===== config.mk =====
export PLATFORM = sky130hd
export DESIGN_NAME = bitplane_frame_tx
export DESIGN_NICKNAME = d
export VERILOG_FILES = /design/src/rtl/bitplane_frame_tx.sv
export SDC_FILE = /design/constraint.sdc
export NUM_CORES = 1
export LEC_CHECK = 0
export ABC_AREA = 1
export CAP_MARGIN = 20
export CORE_UTILIZATION = 35
export DETAILED_ROUTE_END_ITERATION = 10
export PLACE_DENSITY = 0.6
export SYNTH_ARGS = -nofsm -noshare
export SYNTH_HDL_FRONTEND = slang
export SYNTH_SLANG_ARGS = --single-unit

===== constraint.sdc =====
create_clock -name clk -period 5.5 [get_ports clk]
set_input_delay 1.65 -clock clk [delete_from_list [all_inputs] [get_ports clk]]
set_output_delay 1.65 -clock clk [all_outputs]
set_load 0.01 [all_outputs]

===== src/rtl/bitplane_frame_tx.sv =====
// bitplane_frame_tx: loads ROWS bank words, then sends one serial frame per bit column
// (column-index header, then that column's bit from every row) with gaps between frames.
module bitplane_frame_tx #(
    parameter int ROWS   = 18,
    parameter int WORD_W = 8,
    parameter int RB_AW  = 5,
    parameter int HDR_W  = 3,
    parameter int GAP    = 1
) (
    input  logic              clk,
    input  logic              rst,
    input  logic              start,
    input  logic              row_rev,
    input  logic              col_rev,
    output logic              busy,
    output logic              done,
    output logic              RB_RW,
    output logic [RB_AW-1:0]  RB_A,
    output logic [WORD_W-1:0] RB_D,
    input  logic [WORD_W-1:0] RB_Q,
    output logic              sen,
    output logic              sd
);
    localparam int FW = HDR_W + ROWS;
    localparam int CM = FW > GAP ? FW : GAP;
    localparam int CW = $clog2(CM + 1);

    typedef enum logic [1:0] {S_IDLE, S_LOAD, S_SEND, S_GAP} state_t;

    state_t             st, nxt;
    logic [CW-1:0]      cnt;
    logic [HDR_W:0]     fcnt;
    logic [HDR_W-1:0]   col;
    logic               rrev, crev, cap;
    logic [FW-1:0]      sh;
    logic [ROWS-1:0]    d;
    logic [WORD_W-1:0]  rows_q [ROWS];
    logic [WORD_W-1:0]  rows_n [ROWS];

    always_comb begin
        nxt = st;
        case (st)
            S_IDLE: if (start && !done) nxt = S_LOAD;
            S_LOAD: if (cnt == CW'(ROWS)) nxt = S_SEND;
            S_SEND: if (cnt == CW'(FW - 1)) nxt = S_GAP;
            S_GAP:  if (cnt == CW'(GAP - 1)) nxt = (fcnt == (HDR_W+1)'(WORD_W)) ? S_IDLE : S_SEND;
            default: nxt = S_IDLE;
        endcase
    end

    // Words arrive in address order and shift down, so row 0 ends at index 0.
    // The frame shifter reads rows_n so the first frame sees the final capture.
    assign cap = (st == S_LOAD) && (cnt != '0);

    always_comb begin
        rows_n = rows_q;
        if (cap) begin
            for (int r = 0; r < ROWS - 1; r++) rows_n[r] = rows_q[r+1];
            rows_n[ROWS-1] = RB_Q;
        end
    end

    for (genvar r = 0; r < ROWS; r++) begin : g_col
        assign d[r] = rrev ? rows_n[ROWS-1-r][col] : rows_n[r][col];
    end

    always_ff @(posedge clk or negedge rst) begin
        if (!rst) begin
            st   <= S_IDLE;
            done <= 1'b0;
            cnt  <= '0;
            fcnt <= '0;
            col  <= '0;
            rrev <= 1'b0;
            crev <= 1'b0;
            sh   <= '0;
            for (int r = 0; r < ROWS; r++) rows_q[r] <= '0;
        end else begin
            st     <= nxt;
            done   <= (st == S_GAP) && (nxt == S_IDLE);
            cnt    <= (nxt != st) ? '0 : cnt + 1'b1;
            rows_q <= rows_n;
            if (st == S_IDLE && nxt == S_LOAD) begin
                rrev <= row_rev;
                crev <= col_rev;
                col  <= col_rev ? '0 : '1;
                fcnt <= '0;
            end
            if (nxt == S_SEND && st != S_SEND) sh <= {col, d};
            else if (st == S_SEND) sh <= sh << 1;
            if (st == S_SEND && nxt == S_GAP) begin
                col  <= crev ? col + 1'b1 : col - 1'b1;
                fcnt <= fcnt + 1'b1;
            end
        end
    end

    assign busy  = st != S_IDLE;
    assign sen   = st != S_SEND;
    assign sd    = (st == S_SEND) && sh[FW-1];
    assign RB_A  = (st == S_LOAD && cnt < CW'(ROWS)) ? RB_AW'(cnt) : '0;
    assign RB_RW = 1'b1;
    assign RB_D  = '0;
endmodule


==> impl_metrics.json <==
{
  "status": "completed",
  "initial_core_util": 0.361,
  "post_route_cells_drive_above_1_share": 0.0443,
  "die_area_sq_um": 26900,
  "max_clock_freq_ghz": 0.233,
  "post-route-drc-count": 0,
  "ff2ff_path_depth": 15,
  "critical_path_cell_sequence": "inv_1 -> nor2_2 -> inv_1 -> nor2_1 -> clkdlybuf4s50_1",
  "cp-startpoint": "st[1]$_DFF_PN0_",
  "numClockSinks": 182,
  "antenna_violations_before_repair": 0,
  "clkPwrFrac": 0.181,
  "cpPeakStageDelay_ns": 0.69,
  "p_sw_uw": 3390,
  "rsz0062_at_grt": "false",
  "largest_family_of_logic_cells_by_synthesized_area": "simple AND/OR/NAND/NOR gates",
  "num_antenna_cells": 0,
  "final-setup-viol-count": 0,
  "worstPathRequired_ns": 3.85,
  "postCtsHoldBufs": 0,
  "synth_compound_gate_area_share": 0.0355,
  "peakVddDrop_mv": 0.343,
  "cts_inserted_buffers": 17,
  "core_region_area_sq_um": 25500,
  "critical_path.reg2reg.startpoint": "cnt[0]$_DFF_PN0_",
  "synth_top_cells_by_area": "sky130_fd_sc_hd__dfrtp_1 (50%), sky130_fd_sc_hd__nand3_1 (23%), sky130_fd_sc_hd__nand2_1 (15%)",
  "crit_path_frequent_cell": "sky130_fd_sc_hd__inv_1",
  "wirelength_microns": 23600,
  "fraction_of_the_core_area_covered_by_cells_at_the_end_of_the_flow": 0.398,
  "grt_first_pass_wirelength_microns": 39900,
  "synth-seq-cells": 182,
  "crit_path_start_kind": "register",
  "io_buffer_count": 21,
  "holdPathStages": 2,
  "final_nets": 1180,
  "p_leak_uw": 0.00521,
  "antenna_left": 0,
  "die_width_microns": 164,
  "tritoncts": "built",
  "clock_path_buffers": 2,
  "tightestPinTransition_ns": 0.992,
  "netlist.top_cell.by_area": "sky130_fd_sc_hd__dfrtp_1",
  "crit_type": "reg -> out",
  "clk_pin_slew_worst_paths_ns": 0.07,
  "crit_path_max_fanout": 22,
  "slew-limit-headroom": 0.338,
  "detailedRoute.firstPassIterationCount": 5,
  "max_cap_violations": 0,
  "netlist_area_sq_um": 9190,
  "holdWs_ns": 0.467,
  "cts_root_buffer": "sky130_fd_sc_hd__clkbuf_16",
  "synth_sequential_area_ratio": 0.496,
  "muxShareOfSynthArea": 0,
  "insertion_delay_ns": 0.44,
  "setup-tns-final_ns": 0,
  "worstPathArrival_ns": 2.64,
  "synth_fa_ha_area_frac": 0.00899,
  "grt_pass1_vias": 7803,
  "worstSetupEndpointType": "output pin",
  "synthDominantCellAreaShare": 0.496,
  "gr-total-overflow": 0,
  "crit_path_top_delay_cell": "sky130_fd_sc_hd__nor2_2",
  "hold_viol_final": 0,
  "grt_use_total": 0.188,
  "gp_routability_congestion": 0.784,
  "detailed_place_hpwl_microns": 13700,
  "cts.repair.resized": 0,
  "post-route-min-period_ns": 4.29,
  "floorplan.io_pins": 31,
  "hp-class": "reg -> reg",
  "power_density_nw_per_um2": 704,
  "cts-htree-levels": 4,
  "timing.clock.skew_ns": 0.0100,
  "synth.distinct_cells": 28,
  "syn_inst": 1192,
  "post_synth_and_or_nand_nor_area_fraction": 0.390,
  "finalMaxSlewViolations": 0,
  "tot_pwr_uw": 7140,
  "post_cts_setup_driven_buffer_insertion_count": 0,
  "yosys.area_share.xor_xnor": 0.00667,
  "initialDrtViolationCount": 749,
  "synth.avg_cell_area_sq_um": 7.71,
  "power_frac_seq": 0.313,
  "startpoint_of_the_tightest_hold_check_path": "rows_q[138]$_DFF_PN0_",
  "wl_per_cell_microns": 15.7,
  "p_int_uw": 3750,
  "min_period_over_period": 0.780,
  "pin_count_of_the_biggest_net_entering_global_routing": 118,
  "switching_share": 0.474,
  "comb_power_share": 0.506,
  "num_vias": 8025,
  "die_height_microns": 164,
  "ys_warn_count": 0,
  "avgViaCountPerCell": 5.34,
  "p_r_area_growth_vs_syn_pct": 10.3,
  "placementRows": 58
}
==> metrics by stage <==
step / worst slack [ns] / instance area (sq um) / instances
5_1_grt: 1.11 / 10100 / 1503
2_1_floorplan: 2.61 / 9210 / 1199
3_5_place_dp: 1.71 / 9530 / 1472
6_report: 1.21 / 10100 / 1503
3_3_place_gp: 1.72 / 9530 / 1472
4_1_cts: 1.23 / 10100 / 1503
==> synthesized netlist by cell type (all sizes together) <==
cell / n
a21oi: 35
buf: 67
clkbuf: 23
clkinv: 1
conb: 2
dfrtp: 182
fa: 1
ha: 5
inv: 33
nand2: 361
nand3: 413
nor2: 36
nor3: 2
o211ai: 9
o21ai: 11
o221ai: 1
o22ai: 2
o31ai: 1
xnor2: 3
xor2: 4
==> critical path: cells and delay by family (launching register included) <==
kind | cells | cell delay (ns)
and+or+nand+nor | 2 | 0.85
DFF | 1 | 0.46
buffers and inverters | 3 | 0.89
==> kinds of logic after synthesis <==
kind of cell,count (synthesis)
xor gates and xnor gates,7
AOI/OAI and AO/OA,59
DFF,182
buffers and inverters,124
adders and majority gates,6
other,2
and+or+nand+nor,812
==> flip-flops by register name, summed over array words and instances, names as in the netlist <==
name,count
sh,21
rrev,1
fcnt,4
cnt,5
col,3
crev,1
done,1
rows_q,144
st,2
==> metal layers <==
layer	GRT usage	part of all wire	routed length, microns	up-vias
li1	-	-	-	3910
met1	0.258	0.48	11300	3922
met2	0.303	0.47	11000	166
met3	0.0338	0.040	936	27
met4	0.0522	0.014	329	0
met5	0	0	0	-
==> cells in the final DEF, fill, tap and decap left out, drive strengths merged <==
cell type / Yosys / final
a21oi: 35 / 35
buf: 67 / 12
bufinv: 0 / 3
clkbuf: 23 / 24
clkdlybuf4s50: 0 / 20
clkinv: 1 / 6
clkinvlp: 0 / 1
conb: 2 / 9
dfrtp: 182 / 182
fa: 1 / 1
ha: 5 / 5
inv: 33 / 32
nand2: 361 / 361
nand3: 413 / 413
nor2: 36 / 36
nor3: 2 / 2
o211ai: 9 / 9
o21ai: 11 / 11
o221ai: 1 / 1
o22ai: 2 / 2
o31ai: 1 / 1
xnor2: 3 / 3
xor2: 4 / 4
==> worst paths after layout <==
| path | endpoint | slack, ns |
|---|---|---|
| min reg2reg | rows_q[138]$_DFF_PN0_ | 0.47 |
| max in group asynchronous | col[0]$_DFFE_PN0P_ | 3.23 |
| max reg2reg | sh[2]$_DFFE_PN0P_ | 2.00 |
| min | rows_q[138]$_DFF_PN0_ | 0.47 |
| min in group asynchronous | rows_q[95]$_DFF_PN0_ | 1.21 |
| max | sd | 1.21 |
==> cell type report <==
class / instances / area (sq um)
repair buffers: 33 / 329
multi-input cells: 893 / 4100
flip-flops and latches: 182 / 4560
clock inverters: 8 / 121
fillers: 2591 / 15300
well taps: 330 / 413
clock buffers: 23 / 488
inverters: 34 / 129
==> power by group through the flow <==
stage,Sequential [uW],Clock (uW),Combinational [uW]
after floorplan,2150,0,2810
after global placement,2240,0,3590
after detailed placement,2250,0,3620
after CTS,2230,1310,3630
after global routing,2300,1370,4110
final,2240,1290,3610
(Power assumes the default switching activity.)
